<file path="src/rtl/mano_pkg.sv">
// mano_pkg: shared constants and enums for the Mano basic-computer control unit.
package mano_pkg;
    localparam logic [2:0] BUS_NONE = 3'd0;
    localparam logic [2:0] BUS_AR   = 3'd1;
    localparam logic [2:0] BUS_PC   = 3'd2;
    localparam logic [2:0] BUS_DR   = 3'd3;
    localparam logic [2:0] BUS_AC   = 3'd4;
    localparam logic [2:0] BUS_IR   = 3'd5;
    localparam logic [2:0] BUS_TR   = 3'd6;
    localparam logic [2:0] BUS_MEM  = 3'd7;

    typedef enum logic [3:0] {
        ALU_NOP, ALU_AND, ALU_ADD, ALU_PASS_DR, ALU_CMA, ALU_CIR, ALU_CIL, ALU_CLE, ALU_CME
    } alu_op_e;

    localparam logic [2:0] OP_AND = 3'd0;
    localparam logic [2:0] OP_ADD = 3'd1;
    localparam logic [2:0] OP_LDA = 3'd2;
    localparam logic [2:0] OP_STA = 3'd3;
    localparam logic [2:0] OP_BUN = 3'd4;
    localparam logic [2:0] OP_BSA = 3'd5;
    localparam logic [2:0] OP_ISZ = 3'd6;
    localparam logic [2:0] OP_REG = 3'd7;

    localparam int B_CLA = 11;
    localparam int B_CLE = 10;
    localparam int B_CMA = 9;
    localparam int B_CME = 8;
    localparam int B_CIR = 7;
    localparam int B_CIL = 6;
    localparam int B_INC = 5;
    localparam int B_SPA = 4;
    localparam int B_SNA = 3;
    localparam int B_SZA = 2;
    localparam int B_SZE = 1;
    localparam int B_HLT = 0;
endpackage

</file>
<file path="src/rtl/mano_seq_counter.sv">
// mano_seq_counter: 4-bit timing sequence counter with clear, increment and hold.
module mano_seq_counter (
    input  logic       clk,
    input  logic       reset,
    input  logic       inc_i,
    input  logic       clr_i,
    output logic [3:0] count_o
);
    logic [3:0] count_q, count_d;
    always_comb count_d = clr_i ? 4'd0 : inc_i ? count_q + 4'd1 : count_q;
    always_ff @(posedge clk or posedge reset)
        if (reset) count_q <= 4'd0;
        else count_q <= count_d;
    assign count_o = count_q;
endmodule

</file>
<file path="src/rtl/mano_control_unit.sv">
// mano_control_unit: timing-state decode of the Mano basic computer, driving bus,
// register strobes, memory requests and ALU op from SC, IR, the I flag and status.
module mano_control_unit
    import mano_pkg::*;
(
    input  logic        clk,
    input  logic        reset,
    input  logic [15:0] ir,
    input  logic        ac_sign,
    input  logic        ac_zero,
    input  logic        e_bit,
    input  logic        dr_zero,
    input  logic        mem_ready,
    output logic [2:0]  bus_sel,
    output logic        ld_ar, inc_ar, clr_ar,
    output logic        ld_pc, inc_pc, clr_pc,
    output logic        ld_dr, inc_dr, clr_dr,
    output logic        ld_ac, inc_ac, clr_ac,
    output logic        ld_ir, inc_ir, clr_ir,
    output logic        ld_tr, inc_tr, clr_tr,
    output logic        mem_rd,
    output logic        mem_wr,
    output logic [3:0]  alu_op,
    output logic [3:0]  t_state,
    output logic        halted
);
    localparam int R_AR = 0, R_PC = 1, R_DR = 2, R_AC = 3, R_IR = 4, R_TR = 5;

    logic [3:0] sc;
    logic [2:0] op, bus;
    logic [5:0] ld, inc, clr, ld_g, inc_g, clr_g;
    logic       rd, wr, sc_clr, latch_i, set_halt, stall, en, quiet;
    logic       i_q, i_d, halted_q, halted_d;
    alu_op_e    alu;

    assign op = ir[14:12];

    always_comb begin
        bus = BUS_NONE;
        rd = 1'b0;
        wr = 1'b0;
        alu = ALU_NOP;
        ld = '0;
        inc = '0;
        clr = '0;
        sc_clr = 1'b0;
        latch_i = 1'b0;
        set_halt = 1'b0;
        case (sc)
            4'd0: begin bus = BUS_PC; ld[R_AR] = 1'b1; end
            4'd1: begin bus = BUS_MEM; rd = 1'b1; ld[R_IR] = 1'b1; inc[R_PC] = 1'b1; end
            4'd2: begin bus = BUS_IR; ld[R_AR] = 1'b1; latch_i = 1'b1; end
            4'd3:
                if (op == OP_REG) begin
                    sc_clr = 1'b1;
                    // highest-numbered set bit wins; I/O (I=1) is a NOP
                    if (!i_q) begin
                        if (ir[B_CLA]) clr[R_AC] = 1'b1;
                        else if (ir[B_CLE]) alu = ALU_CLE;
                        else if (ir[B_CMA]) begin alu = ALU_CMA; ld[R_AC] = 1'b1; end
                        else if (ir[B_CME]) alu = ALU_CME;
                        else if (ir[B_CIR]) begin alu = ALU_CIR; ld[R_AC] = 1'b1; end
                        else if (ir[B_CIL]) begin alu = ALU_CIL; ld[R_AC] = 1'b1; end
                        else if (ir[B_INC]) inc[R_AC] = 1'b1;
                        else if (ir[B_SPA]) inc[R_PC] = ~ac_sign;
                        else if (ir[B_SNA]) inc[R_PC] = ac_sign;
                        else if (ir[B_SZA]) inc[R_PC] = ac_zero;
                        else if (ir[B_SZE]) inc[R_PC] = ~e_bit;
                        else if (ir[B_HLT]) set_halt = 1'b1;
                    end
                end else if (i_q) begin
                    bus = BUS_MEM; rd = 1'b1; ld[R_AR] = 1'b1;
                end
            4'd4:
                case (op)
                    OP_AND, OP_ADD, OP_LDA, OP_ISZ: begin bus = BUS_MEM; rd = 1'b1; ld[R_DR] = 1'b1; end
                    OP_STA: begin bus = BUS_AC; wr = 1'b1; sc_clr = 1'b1; end
                    OP_BUN: begin bus = BUS_AR; ld[R_PC] = 1'b1; sc_clr = 1'b1; end
                    OP_BSA: begin bus = BUS_PC; wr = 1'b1; inc[R_AR] = 1'b1; end
                    default: sc_clr = 1'b1;
                endcase
            4'd5:
                case (op)
                    OP_AND, OP_ADD, OP_LDA: begin
                        alu = op == OP_AND ? ALU_AND : op == OP_ADD ? ALU_ADD : ALU_PASS_DR;
                        ld[R_AC] = 1'b1;
                        sc_clr = 1'b1;
                    end
                    OP_BSA: begin bus = BUS_AR; ld[R_PC] = 1'b1; sc_clr = 1'b1; end
                    OP_ISZ: inc[R_DR] = 1'b1;
                    default: sc_clr = 1'b1;
                endcase
            4'd6: begin
                sc_clr = 1'b1;
                if (op == OP_ISZ) begin bus = BUS_DR; wr = 1'b1; inc[R_PC] = dr_zero; end
            end
            default: sc_clr = 1'b1;
        endcase
    end

    // a pending memory access freezes SC, so bus/rd/wr/alu decode holds by itself
    assign stall = (rd | wr) & ~mem_ready;
    assign quiet = reset | halted_q;
    assign en    = ~stall & ~quiet;
    assign ld_g  = en ? ld : '0;
    assign inc_g = en ? inc : '0;
    assign clr_g = en ? clr : '0;

    always_comb begin
        i_d = en && latch_i ? ir[15] : i_q;
        halted_d = halted_q | (en & set_halt);
    end

    always_ff @(posedge clk or posedge reset)
        if (reset) begin
            i_q <= 1'b0;
            halted_q <= 1'b0;
        end else begin
            i_q <= i_d;
            halted_q <= halted_d;
        end

    mano_seq_counter u_sc (
        .clk     (clk),
        .reset   (reset),
        .inc_i   (en),
        .clr_i   (en & sc_clr),
        .count_o (sc)
    );

    assign bus_sel = quiet ? BUS_NONE : bus;
    assign mem_rd  = rd & ~quiet;
    assign mem_wr  = wr & ~quiet;
    assign alu_op  = quiet ? ALU_NOP : alu;
    assign t_state = sc;
    assign halted  = halted_q;
    assign {ld_tr, ld_ir, ld_ac, ld_dr, ld_pc, ld_ar} = ld_g;
    assign {inc_tr, inc_ir, inc_ac, inc_dr, inc_pc, inc_ar} = inc_g;
    assign {clr_tr, clr_ir, clr_ac, clr_dr, clr_pc, clr_ar} = clr_g;
endmodule

</file>
<file path="config.mk">
export PLATFORM = sky130hd
export DESIGN_NAME = mano_control_unit
export DESIGN_NICKNAME = d
export VERILOG_FILES = /design/src/rtl/mano_pkg.sv /design/src/rtl/mano_seq_counter.sv /design/src/rtl/mano_control_unit.sv
export SDC_FILE = /design/constraint.sdc
export NUM_CORES = 1
export LEC_CHECK = 0
export CORE_ASPECT_RATIO = 1.75
export CORE_UTILIZATION = 40
export CTS_BUF_LIST = sky130_fd_sc_hd__clkbuf_4
export DETAILED_ROUTE_END_ITERATION = 12
export HOLD_SLACK_MARGIN = 0.06
export PLACE_DENSITY = 0.81
export REMOVE_ABC_BUFFERS = 1
export SLEW_MARGIN = 25
export SYNTH_ARGS = -nofsm -noshare
export SYNTH_HDL_FRONTEND = slang
export SYNTH_SLANG_ARGS = --single-unit
</file>
<file path="constraint.sdc">
create_clock -name clk -period 5.87 [get_ports clk]
set_clock_uncertainty 0.2 [all_clocks]
set_input_delay 1.174 -clock clk [delete_from_list [all_inputs] [get_ports clk]]
set_output_delay 1.174 -clock clk [all_outputs]
set_load 0.1 [all_outputs]
</file>
---- Yosys cells after proc, flatten, opt, wreduce, memory -nomap -nowiden ----
Index checks and enable logic that the tools add are counted.
storage, ports and cells
  bits in registers ....................... 6
  output and inout bits ................... 32
  bits of input ports ..................... 23
  logic and storage cells ................. 140
operators by class
  mux-type cells .......................... 99
  equality and inequality tests ........... 13
  reductions and logical operators ........ 10
  add/subtract/negate cells ............... 1
  bitwise gates (word level) .............. 14
operator list
  operator                                       count
  2-to-1 mux 1 bit                               69
  2-to-1 mux 4 bit                               11
  one-hot mux 3 bit (7 select lines)             1
  2-to-1 mux 3 bit                               5
  == test 3 bit, second input constant           4
  == test 4 x 3 -> 1 bit, second input constant  3
  one-hot mux 3 bit (4 select lines)             1
  == test 4 x 2 -> 1 bit, second input constant  2
  one-hot mux 1 bit (2 select lines)             4
  one-hot mux 4 bit (2 select lines)             1
  AND 1 bit                                      6
  == test 3 x 2 -> 1 bit, second input constant  2
  2-to-1 mux 2 bit                               3
  one-hot mux 1 bit (3 select lines)             2
  OR reduction 3 bit                             2
  2-to-1 mux 5 bit                               1
  inverter 1 bit                                 5
  OR reduction 5 bit                             1
  adder 4 x 1 -> 4 bit, second input constant    1
  == test 4 x 1 -> 1 bit, second input constant  1
  logical NOT 4 bit                              1
  one-hot mux 1 bit (4 select lines)             1
  OR reduction 2 bit                             2
  OR reduction 4 bit                             1
  other kinds (5)                                7

---- Longest topological paths before layout ----
  depth after elaboration ................. 17
  depth in mapped cells ................... 9
  mapped depth without buffers ............ 7

---- By module ----
From an unflattened synthesis, not the netlist that was laid out.
second synthesis, totals
  cells, all modules ...................... 150
  area, all modules ....................... 1118.6 um^2
modules (own cells, without submodules)
  module             instances  area an instance (um^2)  cells an instance  sequential area each (um^2)
  mano_control_unit  1          922.1                    133                50.0
  mano_seq_counter   1          196.4                    17                 100.1

---- Worst setup path before layout ----
No wires, ideal clock.
  path kind ............................... register to output
  from .................................... register u_sc.count_q[0] (netlist: u_sc.count_o[0])
  to ...................................... output port inc_dr
  arrival time ............................ 4.332 ns
  path slack .............................. 0.164 ns
  cell stages (with the launch flop) ...... 8
  path buffers ............................ 1
  required time ........................... 4.496 ns
  cell sequence ........................... dfrtp_1 inv_1 ha_1 and3b_1 a31o_1 o31a_1 buf_6 nor3_1
on the way
  cells in the longest elaborated chain, start to end .. 7
  elaborated cells between the ends (all ways) .. 13
  those cells by class .................... eq/ne: 5; mux: 4; bitwise: 4
RTL lines
  element                                                                                   RTL line                  RTL
  start, declared                                                                           mano_seq_counter.sv:9     logic [3:0] count_q, count_d;
  start signal, assigned                                                                    mano_seq_counter.sv:13    else count_q <= count_d;
  == test 4 x 3 -> 1 bit, or another cell as far along                                      mano_control_unit.sv:49   case (sc)
  one-hot mux 1 bit (3 select lines) or one-hot mux 1 bit (2 select lines) (tied branches)  mano_control_unit.sv:49
  bitwise OR 1 bit                                                                          mano_control_unit.sv:102  assign stall = (rd | wr) & ~mem_ready;
  AND 1 bit                                                                                 mano_control_unit.sv:102
  inverter 1 bit                                                                            mano_control_unit.sv:104  assign en = ~stall & ~quiet;
  AND 1 bit                                                                                 mano_control_unit.sv:104
  2-to-1 mux 4 bit *                                                                        mano_control_unit.sv:106  assign inc_g = en ? inc : '0;
  end, declared                                                                             mano_control_unit.sv:17   output logic ld_dr, inc_dr, clr_dr,
Mark *: on every way between the ends. The rest lies on a longest branch, timed or not.

---- Worst setup path after layout ----
  from .................................... input port ir[14]
  to ...................................... output port clr_ac
on the way
  cells in the longest elaborated chain, start to end .. 9
  elaborated cells between the ends (all ways) .. 22
  those cells by class .................... eq/ne: 6; mux: 9; bitwise: 4; reduce/logical: 3
RTL lines
  element                                                                                   RTL line                  RTL
  start, declared                                                                           mano_control_unit.sv:8    input logic [15:0] ir,
  == test 3 x 1 -> 1 bit, or another cell as far along                                      mano_control_unit.sv:75   case (op)
  OR reduction 4 bit or OR reduction 2 bit (tied branches)                                  -
  2-to-1 mux 1 bit                                                                          mano_control_unit.sv:75
  one-hot mux 1 bit (3 select lines) or one-hot mux 1 bit (2 select lines) (tied branches)  mano_control_unit.sv:49
  bitwise OR 1 bit                                                                          mano_control_unit.sv:102
  AND 1 bit                                                                                 mano_control_unit.sv:102
  inverter 1 bit                                                                            mano_control_unit.sv:104
  AND 1 bit                                                                                 mano_control_unit.sv:104
  2-to-1 mux 4 bit *                                                                        mano_control_unit.sv:107  assign clr_g = en ? clr : '0;
  end, declared                                                                             mano_control_unit.sv:18   output logic ld_ac, inc_ac, clr_ac,
Marked as above.

==> flow_summary.json <==
{
  "die_width_um": 41.0,
  "synthDistinctLibCells": 55,
  "power_leakage_uw": 0.000626,
  "postSynthAreaPerCell_um2": 7.57,
  "route.detailed.drc": 0,
  "crit_required_ns": 4.50,
  "timing.setup.tns_ns": 0,
  "arrival_ns": 3.42,
  "detail_route.first_pass.iterations": 4,
  "vias_per_cell": 5.84,
  "worst_slew_margin_rel_pct": 34.9,
  "tritoncts.num_buffers": 3,
  "cts-resized-gates": 0,
  "initial_core_util_pct": 42.3,
  "finish.utilization_pct": 57.1,
  "synthesis.yosys.warnings": 0,
  "finalHoldWorstSlack_ns": 0.315,
  "period_share_pct": 81.7,
  "n_antenna_cell": 0,
  "core_region_um2": 2520,
  "h-tree-depth": 1,
  "grt_util_all_layers_pct": 22.7,
  "post-dp-hpwl_mm": 2.65,
  "place.gp.congestion": 0.888,
  "drt-initial-drc-count": 64,
  "sort_of_element_at_the_start_of_the_critical_path": "input port",
  "synth-main-ff-cell": "sky130_fd_sc_hd__dfrtp_1",
  "vias_in_the_first_global_route": 1176,
  "worst_r2r_endpoint": "u_sc.count_o[2]$_DFFE_PP0P_",
  "setup.worst_path.end_class": "primary output",
  "tightest_slew_ns": 0.973,
  "final_nets": 211,
  "tritoncts_num_sinks": 6,
  "cap_viol_max_count": 0,
  "worst_setup_hold_path_clk_slew_ns": 0.04,
  "top_library_cells_by_usage_in_the_layout_fill_and_taps_aside": "sky130_fd_sc_hd__clkdlybuf4s50_1 (27), sky130_fd_sc_hd__buf_4 (19), sky130_fd_sc_hd__nor2_1 (15)",
  "postRouteWirelength_mm": 3.23,
  "io_pins": 55,
  "die_area_um2": 2890,
  "synth_enable_flop_cells": 0,
  "worst_skew_pair.late_latency_ns": 0.24,
  "grt.overflow.total": 0,
  "global_route_wire_length_before_repair_mm": 4.76,
  "class_of_the_tightest_hold_or_removal_check": "register to register",
  "slew_limit_fails": 0,
  "total_of_flip_flops_plus_latches_after_synthesis": 6,
  "crit_path_start": "ir[14]",
  "antenna_left": 0,
  "die_y_um": 70.3,
  "crit_path_end": "clr_ac",
  "grt_max_degree": 14,
  "startpoint_of_the_most_critical_register_to_register_path": "u_sc.count_o[0]$_DFFE_PP0P_",
  "routedWlPerCell_um": 15.5,
  "maxClockFrequency_ghz": 0.209,
  "grt_setup_unrepaired": "no",
  "finalSetupViolCount": 0,
  "placement_rows": 24,
  "path_class": "input port to primary output",
  "initial_antenna_violation_count": 0,
  "cts-root-buf": "sky130_fd_sc_hd__clkbuf_4",
  "synth.top_cell.area_share_pct": 14.1,
  "post_synth_instance_area_um2": 1070,
  "ratio_of_cells_with_drive_above_1_in_the_final_layout_pct": 16.5,
  "cts.path.max_buffers": 2,
  "ff2ff_setup_slack_ns": 3.49,
  "synthToLayoutAreaGrowth_pct": 34.9,
  "cts_tree": "built",
  "min_period_ns": 4.80,
  "yosysSeqAreaShare_pct": 14.1,
  "path_depth_of_the_worst_reg2reg_path": 7,
  "irDropWorstVdd_mv": 0.338,
  "status": "finished clean",
  "power_per_cell_area_nw_per_um2": 503,
  "synth.largest_area_cell": "sky130_fd_sc_hd__dfrtp_1",
  "synth.top_cells.by_area": "sky130_fd_sc_hd__dfrtp_1 (14%), sky130_fd_sc_hd__buf_4 (7.7%), sky130_fd_sc_hd__nor2_1 (5.3%)",
  "layout_commonest_cell": "sky130_fd_sc_hd__clkdlybuf4s50_1",
  "finalHoldViolCount": 0,
  "path_max_fanout": 11,
  "post-cts-setup-buffers": 0,
  "post_cts_hold_buffer_count": 0,
  "async_flop_share_pct": 100,
  "port_buffers": 46,
  "vias": 1214,
  "synth_cells": 141
}
-- cell families after synthesis --
kind of cell,Yosys count,share of synthesized area [%]
and+or+nand+nor,68,38.3
adders and majority gates,4,4.69
AOI/OAI and AO/OA,39,26.7
buffers and inverters,20,13.1
other,1,0.351
xor gates and xnor gates,2,1.64
DFF,6,14.1
muxes,1,1.06
-- critical path, stage by stage --
cell,delay (ns)
sky130_fd_sc_hd__clkdlybuf4s50_1,0.65
sky130_fd_sc_hd__or2b_1,0.30
sky130_fd_sc_hd__a31o_1,0.27
sky130_fd_sc_hd__o31a_1,0.40
sky130_fd_sc_hd__nor4b_4,0.30
sky130_fd_sc_hd__buf_4,0.33
-- report_power, final --
part	switching (µW)	internal, µW
logic	443	152
clock network	13.6	23.0
registers	37.1	55.1
total	494	230
-- synth_stat cells, drive strengths merged, types with 2 or more instances --
cell,instances
a21o,2
a21oi,7
a22oi,2
a31oi,2
a41oi,2
and3,4
and4b,2
buf,15
dfrtp,6
ha,4
inv,5
nand2,12
nand3,7
nand3b,3
nor2,16
nor2b,2
nor3,5
nor3b,2
nor4,4
nor4b,2
o21ai,9
o21bai,2
or2,2
-- layer usage --
layer  vias up  global-route usage, %  part of all wire, %
met2        40                   43.2                   60
met5         -                      0                    0
met4         0                   7.78                  1.3
li1        587                      -                    -
met3         4                   3.49                  3.7
met1       583                   20.9                   35
-- how the worst min path moves through the flow --
stage / start / end / slack (ns) / cells after the start
6_report: halted$_DFF_PP0_ / halted$_DFF_PP0_ / 0.31 / 1
5_1_grt: halted$_DFF_PP0_ / halted$_DFF_PP0_ / 0.33 / 1
4_1_cts: halted$_DFF_PP0_ / halted$_DFF_PP0_ / 0.32 / 1
3_5_place_dp: halted$_DFF_PP0_ / halted$_DFF_PP0_ / 0.31 / 1
3_3_place_gp: halted$_DFF_PP0_ / halted$_DFF_PP0_ / 0.30 / 1
2_1_floorplan: i_q$_DFFE_PP0P_ / i_q$_DFFE_PP0P_ / 0.42 / 2
-- state kept, by name, summed over array words and instances, names as in the netlist --
| name | flops |
|---|---|
| u_sc.count_o | 4 |
| halted | 1 |
| i_q | 1 |
-- through the flow --
| step | area, µm² | worst slack [ns] | power [µW] | instances |
|---|---|---|---|---|
| final | 1440 | 1.07 | 724 | 208 |
| after global routing | 1440 | 0.995 | 758 | 208 |
| after CTS | 1440 | 1.09 | 721 | 208 |
| after detailed placement | 1420 | 1.10 | 683 | 205 |
| after global placement | 1420 | 1.16 | 674 | 205 |
| after floorplan | 972 | 0.118 | 552 | 133 |
-- layout make-up --
cell class,instances,area (µm²)
well taps,26,32.5
inverters,5,18.8
multi-input cells,122,803
fillers,260,1080
flip-flops and latches,6,150
clock buffers,3,22.5
repair buffers,46,413
No activity file was read; power rests on OpenSTA's default activity.
